`src/rtl/ram512_arbiter.sv`:
```
// Two-requester arbiter for the shared single-port 512x16 data RAM: round-robin
// between the CPU data port (A) and the refresh/DMA engine (B), with bounded lock bursts.
module ram512_arbiter #(
    parameter int ADDR_W    = 9,
    parameter int DATA_W    = 16,
    parameter int MAX_BURST = 8
) (
    input  logic              clk,
    input  logic              rst_n,

    input  logic              a_req,
    input  logic              a_we,
    input  logic              a_lock,
    input  logic [ADDR_W-1:0] a_addr,
    input  logic [DATA_W-1:0] a_wdata,
    output logic              a_gnt,
    output logic              a_rvalid,
    output logic [DATA_W-1:0] a_rdata,

    input  logic              b_req,
    input  logic              b_we,
    input  logic              b_lock,
    input  logic [ADDR_W-1:0] b_addr,
    input  logic [DATA_W-1:0] b_wdata,
    output logic              b_gnt,
    output logic              b_rvalid,
    output logic [DATA_W-1:0] b_rdata,

    output logic [DATA_W-1:0] ram_data,
    output logic              ram_load,
    output logic [ADDR_W-1:0] ram_address,
    input  logic [DATA_W-1:0] ram_out
);

    typedef enum logic [1:0] {
        OWN_NONE,
        OWN_A,
        OWN_B
    } owner_e;

    localparam logic [3:0] BURST_LIMIT = 4'(MAX_BURST);
    localparam logic [3:0] BURST_SAT   = 4'd15;

    owner_e     owner;
    logic       last_b;      // 1 when B took the most recent grant
    logic [3:0] burst_cnt;
    logic [1:0] pend_rd;     // bit 0: A read in flight, bit 1: B read in flight

    logic hold_a;
    logic hold_b;
    logic sel_a;
    logic sel_b;

    // Grant decision: lock hold first, then a lone requester, then round-robin.
    always_comb begin
        // NOTE: every combinational output gets a default before any branch, so no path leaves it unassigned and no latch is inferred.
        sel_a  = 1'b0;
        sel_b  = 1'b0;
        hold_a = (owner == OWN_A) && a_req && ((burst_cnt < BURST_LIMIT) || !b_req);
        hold_b = (owner == OWN_B) && b_req && ((burst_cnt < BURST_LIMIT) || !a_req);
        if (hold_a) begin
            sel_a = 1'b1;
        end else if (hold_b) begin
            sel_b = 1'b1;
        end else if (a_req && b_req) begin
            sel_a = last_b;
            sel_b = !last_b;
        end else begin
            sel_a = a_req;
            sel_b = b_req;
        end
    end

    // Grants are suppressed while reset is held so the RAM sees no load.
    assign a_gnt = sel_a & rst_n;
    assign b_gnt = sel_b & rst_n;

    always_comb begin
        ram_load    = 1'b0;
        ram_address = '0;
        ram_data    = '0;
        if (a_gnt) begin
            ram_load    = a_we;
            ram_address = a_addr;
            ram_data    = a_wdata;
        end else if (b_gnt) begin
            ram_load    = b_we;
            ram_address = b_addr;
            ram_data    = b_wdata;
        end
    end

    always_ff @(posedge clk or negedge rst_n) begin
        if (!rst_n) begin
            owner     <= OWN_NONE;
            last_b    <= 1'b1;
            burst_cnt <= 4'd0;
            pend_rd   <= 2'b00;
        end else begin
            // NOTE: sequential state uses non-blocking assignments so every register samples pre-edge values.
            pend_rd <= {b_gnt & !b_we, a_gnt & !a_we};
            if (a_gnt) begin
                last_b    <= 1'b0;
                burst_cnt <= (owner != OWN_A)        ? 4'd1 :
                             (burst_cnt == BURST_SAT) ? BURST_SAT : burst_cnt + 4'd1;
                owner     <= a_lock ? OWN_A : OWN_NONE;
            end else if (b_gnt) begin
                last_b    <= 1'b1;
                burst_cnt <= (owner != OWN_B)        ? 4'd1 :
                             (burst_cnt == BURST_SAT) ? BURST_SAT : burst_cnt + 4'd1;
                owner     <= b_lock ? OWN_B : OWN_NONE;
            end else begin
                owner     <= OWN_NONE;
                burst_cnt <= 4'd0;
            end
        end
    end

    // The RAM output is registered, so it lines up with the read tag one cycle later.
    assign a_rvalid = pend_rd[0];
    assign b_rvalid = pend_rd[1];
    assign a_rdata  = pend_rd[0] ? ram_out : '0;
    assign b_rdata  = pend_rd[1] ? ram_out : '0;

endmodule

```
`config.mk`:
```
export PLATFORM = sky130hd
export DESIGN_NAME = ram512_arbiter
export DESIGN_NICKNAME = d
export VERILOG_FILES = /design/src/rtl/ram512_arbiter.sv
export SDC_FILE = /design/constraint.sdc
export NUM_CORES = 1
export LEC_CHECK = 0
export ABC_AREA = 1
export CORE_ASPECT_RATIO = 0.75
export CORE_MARGIN = 2
export CORE_UTILIZATION = 50
export CTS_CLUSTER_SIZE = 25
export DETAILED_ROUTE_END_ITERATION = 12
export DONT_BUFFER_PORTS = 1
export GPL_TIMING_DRIVEN = 0
export SLEW_MARGIN = 40
export SYNTH_ARGS = -nofsm -noshare
export SYNTH_HDL_FRONTEND = slang
export SYNTH_SLANG_ARGS = --single-unit
```
`constraint.sdc`:
```
create_clock -name clk -period 1.8 [get_ports clk]
set_input_delay 0.36 -clock clk [delete_from_list [all_inputs] [get_ports clk]]
set_output_delay 0.36 -clock clk [all_outputs]
set_load 0.005 [all_outputs]
```
==> reports/qor.txt, run 1 <==
Area Growth Syn to Fin = 28.2%
cts bufs inserted = 3
combinational power share = 0.468
Peak VDD IR = 0.295 mV
Worst-path clk slew = 60 ps
RSZ-0062 raised after global routing = true
Root Buffer = clkbuf_4
CP Max Fanout = 6
relative slew slack = 0.606
Clock Power Share = 0.219
# DRC = 0
I/O pins = 136
dpl cell area = 1270 sq um
CP Class = register to output port
CP cell instances = inv_2 > a21boi_2 > nand2_2 > nand2_4 > buf_4 > nand3_1 > nand2_2
GRT Overall Usage = 0.259
Synth cell types = 21
Hold Slack = 152 ps
final worst path period share = 1.08
highest clock rate = 516 MHz
FF-to-FF setup slack = 330 ps
Tightest Pin Transition = 592 ps
Max stage delay on crit path = 540 ps
I/O Buffers = 0
fin util = 0.680
CTS Sinks = 9
Synth Area in XOR/XNOR = 0
Slowest-stage cell, CP = dfstp_2
vias in the first global route = 1,214
Syn Nets = 314
DR vias = 1,535
Slew Viols, Final = 0
ANT nets after route = 0
Site Rows = 15
die span in y = 46.8 um
CP most frequent cell = nand2_2
drt first pass iters = 4
Critical Path End Type = output port
Synth Instances = 239
first-pass GRT wire length = 5.42 mm
Antenna Diode Count = 0
Synth Warn # = 0
share of cells above drive strength 1 = 0.352
largest family of logic cells by synthesized area = simple AND/OR/NAND/NOR gates
Sw Share = 0.408
CP top delay family = flip-flops
Die Footprint = 2860 sq um
width of the die = 61.1 um
type of origin of the critical path = register
Starting Density = 0.530
worst r2r src = owner[0]$_DFF_PN0_
synthesized area per cell = 5.12 sq um
worst hold path cell count = 1
final hold violations = 0
final setup violating endpoints = 26
DRC marker count from the first detailed-route iteration = 80
maxcap violations = 0
Setup Skew = 0.664 ps
Hold WC Path Type = primary input to register
initial antenna violation count = 0
P_leak = 0.00100 uW
DP HPWL = 3.10 mm
minimum clock period = 1940 ps
Compound-Gate Fraction of Synth Area = 0.0327
PD cells = 471 nW/um^2
worst skew pair latency = 260 ps
Final Instance Area = 1570 sq um
post-synthesis sequential area ratio = 0.185
largest net degree at the start of global routing = 11
failing checks = negative setup slack
Critical Path RT = 1440 ps
Final Non-Filler Cells = 287
Cell Area, Synth = 1220 sq um
GR Overflow Total = 0
r2r endpoint = burst_cnt[0]$_DFF_PN0_
CTS tree = built
Clock Path Buffers = 2
H-tree Lvls = 1
core area = 2310 sq um
WP buf/inv = 2
dpl cells = 273
Final GP Congestion = 0.784
min-delay src = a_we
wire per inst = 15.5 um
sw power = 302 uW
Synth Area in Adders = 0.0102
Routed WL = 4.45 mm
Via density = 5.35
R2R cell count = 9
Final WS setup = -139 ps
Hold Path End = pend_rd[0]$_DFF_PN0_
Data arrival, critical path = 1580 ps
post-synthesis mux area share = 0
register bit total from synthesis = 9
Synth Area in Simple Gates = 0.559
sequential share of power = 0.313
internal power = 438 uW
status = complete, but fails checks
total power = 740 uW
Nets = 329
## worst reg2reg max path: cells and delay by family, from the launching register on
family	cells	cell delay [ps]
and+or+nand+nor	6	530
DFF	1	390
buffers and inverters	3	440
## state kept, by name, summed over array words and instances (netlist names)
signal / cells
burst_cnt: 4
owner: 2
pend_rd: 2
last_b: 1
## metal layers
layer  share of wire  up-vias  global-route usage
met5               0        -                   0
met1            0.37      706               0.339
met2            0.52       85               0.428
li1                -      734                   -
met3           0.090       10              0.0771
met4           0.020        0              0.0522
## placed cells by master (no fill, tap or decap), types with 3 or more instances in the layout
cell type	n
clkbuf_1	5
nand3_2	11
nor2_1	9
nand2_2	42
nand2_1	68
clkbuf_4	3
buf_6	9
nor2_2	3
a21oi_1	4
inv_1	43
clkbuf_2	3
nand3_1	24
dfrtp_1	7
inv_2	3
buf_4	6
## through the flow
stage | TNS, ps | worst slack, ps
finish | -2280 | -139
CTS | -1700 | -79.5
global route | -5130 | -216
global placement | 0 | 159
detailed placement | 0 | 172
floorplan | 0 | 323
## timing repair
action                                  CTS  global route
gates cloned                              2             3
endpoints found under the setup margin   28            39
setup buffers                             2             2
pin swaps                                11            14
endpoints found under the hold margin     9             0
hold buffers                              1             0
gates resized for setup                  29            45
## Yosys cell counts (all sizes together)
master,count,share of area
o21ai,1,0.0041
a21boi,2,0.012
nand2,112,0.36
a21oi,4,0.016
inv,46,0.14
or2,1,0.0051
dfstp,1,0.021
nand3,35,0.15
ha,1,0.010
buf,7,0.050
dfrtp,8,0.16
clkbuf,7,0.021
nor2,14,0.051
## cell type report
| class | count | area [sq um] |
|---|---|---|
| Buffer | 14 | 103 |
| Clock buffer | 4 | 26.3 |
| Fill cell | 218 | 739 |
| Inverter | 46 | 173 |
| Multi-Input combinational cell | 170 | 908 |
| Sequential cell | 9 | 228 |
| Tap cell | 34 | 42.5 |
| Timing Repair Buffer | 10 | 88.8 |
## worst max path at each step
stage                  startpoint             end  slack, ps  cells after the start
4_1_cts        last_b$_DFFE_PN1P_  ram_address[1]        -80                      7
6_report       last_b$_DFFE_PN1P_     ram_data[5]       -140                      7
3_5_place_dp   last_b$_DFFE_PN1P_    ram_data[15]        170                      7
3_3_place_gp   last_b$_DFFE_PN1P_    ram_data[15]        160                      7
2_1_floorplan  last_b$_DFFE_PN1P_     ram_data[1]        320                      7
5_1_grt        owner[0]$_DFF_PN0_  ram_address[1]       -220                      8
## power by group through the flow
stage	clock, uW	sequential, uW	combinational (uW)
finish	162	231	346
CTS	165	232	299
floorplan	0	231	201
global placement	0	233	241
global route	180	233	381
detailed placement	0	234	246
## cells by family (layout without fill, tap and decap cells)
logic type | Yosys count | count (layout)
buffers and inverters | 60 | 74
and+or+nand+nor | 162 | 162
DFF | 9 | 9
AOI/OAI and AO/OA | 7 | 7
adders and majority gates | 1 | 1
Power figures use the tool's default switching activity.
==> inputs of run 2 (changes only) <==
==> constraint.sdc (replaced) <==
create_clock -name clk -period 1.8 [get_ports clk]
set_input_delay 0.18 -clock clk [delete_from_list [all_inputs] [get_ports clk]]
set_output_delay 0.18 -clock clk [all_outputs]
set_load 0.005 [all_outputs]
==> run 2 against run 1 <==
Net effect: the flow now finishes without violations; wire length shrank 6.0%; final cell count shrank 0.35%; clock skew grew 2.8 ps; count of clock-buffer cells in the layout is the same; register-to-register slack gained 120 ps; sequential share of layout area grew 0.59 points; worst hold slack lost 140 ps; largest power group unchanged.
==> reports/qor.txt, run 2 (synthesis gave the netlist of run 1 again) <==
Slew Viols, Final = 0 (unchanged)
Final Instance Area = 1510 sq um (was 1570 sq um)
largest net degree at the start of global routing = 11 (unchanged)
GRT Overall Usage = 0.242 (was 0.259)
relative slew slack = 0.676 (was 0.606)
type of origin of the critical path = register (unchanged)
minimum clock period = 1730 ps (was 1940 ps)
R2R cell count = 6 (was 9)
GR Overflow Total = 0 (unchanged)
Die Footprint = 2860 sq um (unchanged)
dpl cell area = 1270 sq um (unchanged)
max reg flops = 4 (unchanged)
Peak VDD IR = 0.278 mV (was 0.295 mV)
I/O Buffers = 0 (unchanged)
Area Growth Syn to Fin = 23.2% (was 28.2%)
r2r endpoint = burst_cnt[2]$_DFF_PN0_ (was burst_cnt[0]$_DFF_PN0_)
total negative slack = 0 ps (was -2280 ps)
core area = 2310 sq um (unchanged)
final hold violations = 0 (unchanged)
Site Rows = 15 (unchanged)
min-delay src = a_lock (was a_we)
FF-to-FF setup slack = 450 ps (was 330 ps)
share of cells above drive strength 1 = 0.210 (was 0.352)
biggest regs = burst_cnt x4, owner x2, pend_rd x2 (unchanged)
Root Buffer = clkbuf_4 (unchanged)
Setup Skew = 3.47 ps (was 0.664 ps)
Hold WC Path Type = primary input to register (unchanged)
PD cells = 471 nW/um^2 (about the same)
H-tree Lvls = 1 (unchanged)
wire per inst = 14.6 um (was 15.5 um)
CP Max Fanout = 7 (was 6)
ANT nets after route = 0 (unchanged)
dpl ws = 352 ps (was 172 ps)
Starting Density = 0.530 (unchanged)
Final GP Congestion = 0.784 (unchanged)
CTS tree = built (unchanged)
vias in the first global route = 1,134 (was 1,214)
Worst-path clk slew = 70 ps (was 60 ps)
P_leak = 0.00101 uW (was 0.00100 uW)
Antenna Diode Count = 0 (unchanged)
Final WS setup = 67.6 ps (was -139 ps)
Via density = 5.26 (was 5.35)
Fillers = 218 (unchanged)
first-pass GRT wire length = 5.06 mm (was 5.42 mm)
DRC marker count from the first detailed-route iteration = 102 (was 80)
die span in y = 46.8 um (unchanged)
commonest cells after routing, fill and taps aside = 88 x nand2_1, 44 x inv_1, 33 x nand3_1 (was 68 x nand2_1, 43 x inv_1, 42 x nand2_2)
worst skew pair latency = 260 ps (about the same)
Nets = 328 (was 329)
CTS Sinks = 9 (unchanged)
status = finished, final reports clean (was complete, but fails checks)
final worst path period share = 0.962 (was 1.08)
Critical Path RT = 1620 ps (was 1440 ps)
DR vias = 1,504 (was 1,535)
Tightest Pin Transition = 486 ps (was 592 ps)
width of the die = 61.1 um (unchanged)
I/O pins = 136 (unchanged)
drt first pass iters = 4 (unchanged)
CP Class = register to output port (unchanged)
# DRC = 0 (unchanged)
maxcap violations = 0 (unchanged)
Clock Path Buffers = 2 (unchanged)
Data arrival, critical path = 1550 ps (was 1580 ps)
Reg with most FFs = burst_cnt (unchanged)
Critical Path End Type = output port (unchanged)
DP HPWL = 3.10 mm (unchanged)
worst r2r src = burst_cnt[0]$_DFF_PN0_ (was owner[0]$_DFF_PN0_)
initial antenna violation count = 0 (unchanged)
cts bufs inserted = 3 (unchanged)
Hold Path End = owner[0]$_DFF_PN0_ (was pend_rd[0]$_DFF_PN0_)
final setup violating endpoints = 0 (was 26)
highest clock rate = 577 MHz (was 516 MHz)
most common cell after layout, fill and taps aside = nand2_1 (unchanged)
Routed WL = 4.18 mm (was 4.45 mm)
worst hold path cell count = 2 (was 1)
run 2: cell type report:
cell class                      count  area, sq um  area share
Inverter                           46          173       0.115
Tap cell                           34         42.5      0.0282
Sequential cell                     9          228       0.151
Clock buffer                        4         26.3      0.0174
Buffer                             14          103      0.0680
Multi-Input combinational cell    170          833       0.553
Timing Repair Buffer                9          103      0.0680
run 2: worst max-delay path by stage:
stage	from	end	slack (ps)	cells past startpoint
detailed placement	last_b$_DFFE_PN1P_	ram_data[15]	350	7
finish	owner[0]$_DFF_PN0_	ram_data[2]	70	9
global route	owner[0]$_DFF_PN0_	ram_data[5]	-40	9
CTS	last_b$_DFFE_PN1P_	ram_data[15]	60	7
floorplan	last_b$_DFFE_PN1P_	ram_data[1]	500	7
global placement	last_b$_DFFE_PN1P_	ram_data[15]	340	7
run 2: worst max-delay path, stage by stage (launching register included):
cell     delay [ps]
dfrtp_1         390
inv_2           100
nand3_2          90
nor2_2          130
nor2_2           60
nor2_4          130
buf_12          130
buf_8           140
nand2_4          50
nand2_2          60
run 2: per-stage QoR:
stage                     cells  hold slack (ps)  utilization  power (uW)
final                       286             15.5        0.653         710
after global routing        286             11.3        0.653         767
after CTS                   280             12.7        0.573         652
after detailed placement    273             -115        0.549         480
after global placement      273             -115        0.549         475
after floorplan             239             -116            -         432
run 2: metal layers:
layer / wire length, um / GRT usage
met1: 1650 / 0.322
met2: 2160 / 0.396
met3: 363 / 0.0771
met4: 0 / 0.0391
met5: 0 / 0
run 2: repair_timing:
| item | 4_1_cts | 5_1_grt |
|---|---|---|
| resized for setup | 0 | 44 |
| hold endpoints to repair | 11 | 0 |
| setup buffers | 0 | 3 |
| setup endpoints to repair | 0 | 26 |
| hold buffers | 3 | 0 |
run 2: power breakdown:
group	internal [uW]	total, uW	switching [uW]	leakage [uW]
registers	219	231	11.6	0.000117
logic	123	319	196	0.000875
clock network	85.6	161	75.0	0.0000150
total	428	710	282	0.00101
==> inputs of run 3 (changes only) <==
--- a/config.mk
+++ b/config.mk
@@ -8,11 +8,12 @@
 export ABC_AREA = 1
 export CORE_ASPECT_RATIO = 0.75
 export CORE_MARGIN = 2
-export CORE_UTILIZATION = 50
+export CORE_UTILIZATION = 30
 export CTS_CLUSTER_SIZE = 25
 export DETAILED_ROUTE_END_ITERATION = 12
 export DONT_BUFFER_PORTS = 1
 export GPL_TIMING_DRIVEN = 0
+export MAX_ROUTING_LAYER = met4
 export SLEW_MARGIN = 40
 export SYNTH_ARGS = -nofsm -noshare
 export SYNTH_HDL_FRONTEND = slang
==> run 3 against run 2 <==
Net effect: worst hold slack improved by 37 ps; maximum frequency is 3.3% higher; design area shrank 7.9%; wire length down 12%; combinational power decreased by 18%; utilization fell by 30 points; setup slack improved by 55 ps; final cell count increased by 5.6%; non-clock buffer count fell by 5; power up 3.3%; global-route usage shrank 9.0 points; largest cell class unchanged; largest power group unchanged.
==> reports/qor.txt, run 3 (synthesis gave the netlist of run 1 again) <==
largest net degree at the start of global routing = 11 (unchanged)
CP most frequent cell = nand2_1 (was nor2_2)
Area Growth Syn to Fin = 13.5% (was 23.2%)
CP cell instances = inv_1 > a21boi_0 > nand2_1 > nand2_2 > buf_6 > nand3_1 > nand2_1 (was inv_2 > nand3_2 > nor2_2 > nor2_2 > nor2_4 > buf_12 > buf_8 > nand2_4 > nand2_2)
cts bufs inserted = 3 (unchanged)
dpl cells = 294 (was 273)
relative slew slack = 0.669 (was 0.676)
most common cell after layout, fill and taps aside = nand2_1 (unchanged)
Final Non-Filler Cells = 302 (was 286)
Final WS setup = 122 ps (was 67.6 ps)
wire per inst = 12.2 um (was 14.6 um)
GR Overflow Total = 0 (unchanged)
vias in the first global route = 1,135 (was 1,134)
Max stage delay on crit path = 520 ps (was 390 ps)
die span in y = 59.3 um (was 46.8 um)
Antenna Diode Count = 0 (unchanged)
I/O pins = 136 (unchanged)
Via density = 4.66 (was 5.26)
commonest cells after routing, fill and taps aside = 104 x nand2_1, 44 x inv_1, 34 x nand3_1 (was 88 x nand2_1, 44 x inv_1, 33 x nand3_1)
WP buf/inv = 2 (was 3)
RSZ-0062 raised after global routing = false
Reg with most FFs = burst_cnt (unchanged)
minimum clock period = 1680 ps (was 1730 ps)
Peak VDD IR = 0.197 mV (was 0.278 mV)
total negative slack = 0 ps (unchanged)
CTS Sinks = 9 (unchanged)
PD cells = 528 nW/um^2 (was 471 nW/um^2)
width of the die = 77.7 um (was 61.1 um)
Hold WC Path Type = primary input to register (unchanged)
Slew Viols, Final = 0 (unchanged)
Die Footprint = 4610 sq um (was 2860 sq um)
max reg flops = 4 (unchanged)
final setup violating endpoints = 0 (unchanged)
worst skew pair latency = 240 ps (was 260 ps)
Nets = 323 (was 328)
Critical Path RT = 1620 ps (about the same)
CTS tree = built (unchanged)
maxcap violations = 0 (unchanged)
highest clock rate = 596 MHz (was 577 MHz)
DRC marker count from the first detailed-route iteration = 36 (was 102)
GRT Overall Usage = 0.153 (was 0.242)
Hold Slack = 52.0 ps (was 15.5 ps)
core area = 3980 sq um (was 2310 sq um)
type of origin of the critical path = register (unchanged)
CP Class = register to output port (unchanged)
H-tree Lvls = 1 (unchanged)
Final GP Congestion = 0.797 (was 0.784)
Routed WL = 3.69 mm (was 4.18 mm)
initial antenna violation count = 0 (unchanged)
first-pass GRT wire length = 5.22 mm (was 5.06 mm)
final worst path period share = 0.932 (was 0.962)
CP top delay family = flip-flops (was simple AND/OR/NAND/NOR gates)
I/O Buffers = 0 (unchanged)
biggest regs = burst_cnt x4, owner x2, pend_rd x2 (unchanged)
Worst-path clk slew = 50 ps (was 70 ps)
DP HPWL = 2.98 mm (was 3.10 mm)
final hold violations = 0 (unchanged)
# DRC = 0 (unchanged)
share of cells above drive strength 1 = 0.109 (was 0.210)
P_leak = 0.000948 uW (was 0.00101 uW)
Critical Path End Type = output port (unchanged)
Tightest Pin Transition = 497 ps (was 486 ps)
ANT nets after route = 0 (unchanged)
DR vias = 1,408 (was 1,504)
Site Rows = 20 (was 15)
Root Buffer = clkbuf_8 (was clkbuf_4)
status = finished, final reports clean (unchanged)
dpl ws = 339 ps (was 352 ps)
Clock Path Buffers = 2 (unchanged)
Starting Density = 0.308 (was 0.530)
CP Max Fanout = 10 (was 7)
FF-to-FF setup slack = 460 ps (was 450 ps)
Slowest-stage cell, CP = dfstp_2 (was dfrtp_1)
Setup Skew = 3.13 ps (was 3.47 ps)
Data arrival, critical path = 1500 ps (was 1550 ps)
drt first pass iters = 4 (unchanged)
==> run 3: changes by cell type in the layout (fill, tap and decap cells not counted), sizes merged <==
cell | previous run | this run
buf | 13 | 8
==> run 3: layout make-up <==
cell class	count	area, sq um
Buffer	14	95.1
Clock buffer	4	45.0
Multi-Input combinational cell	170	742
Inverter	46	173
Tap cell	55	68.8
Fill cell	440	2590
Timing Repair Buffer	4	37.5
Sequential cell	9	228
==> run 3: worst paths after layout <==
check                           depth (start not counted)                   start                endpoint
worst max-delay path                                    7      last_b$_DFFE_PN1P_                ram_load
worst min-delay path                                    2                  b_lock      owner[1]$_DFF_PN0_
worst max register to register                          6  burst_cnt[0]$_DFF_PN0_  burst_cnt[2]$_DFF_PN0_
worst min register to register                          4      last_b$_DFFE_PN1P_      last_b$_DFFE_PN1P_
max in group asynchronous                               1                   rst_n      last_b$_DFFE_PN1P_
min in group asynchronous                               1                   rst_n  burst_cnt[2]$_DFF_PN0_
==> run 3: power breakdown <==
group	leakage (uW)	switching [uW]	internal (uW)
Sequential	0.000117	10.7	220
Combinational	0.000808	172	90.8
Clock	0.0000228	84.6	155
Total	0.000948	268	466
==> run 3: repair_timing <==
action,in CTS,in global routing
gates resized for setup,0,5
setup endpoints to repair,0,7
setup buffers,0,1
hold buffers,1,2
hold endpoints to repair,9,2
==> run 3: layer usage <==
layer | vias to the layer above | track usage | share of wire
met2 | 90 | 0.251 | 0.46
met1 | 594 | 0.188 | 0.44
met4 | 0 | 0.0536 | 0.012
met5 | - | - | 0
met3 | 4 | 0.0320 | 0.086
li1 | 720 | - | -
==> run 3: per-stage QoR <==
step	total power, uW	utilization	cell area, sq um
2_1_floorplan	432	-	1220
3_3_place_gp	480	0.325	1290
3_5_place_dp	483	0.325	1290
4_1_cts	730	0.339	1350
5_1_grt	787	0.349	1390
6_report	733	0.349	1390
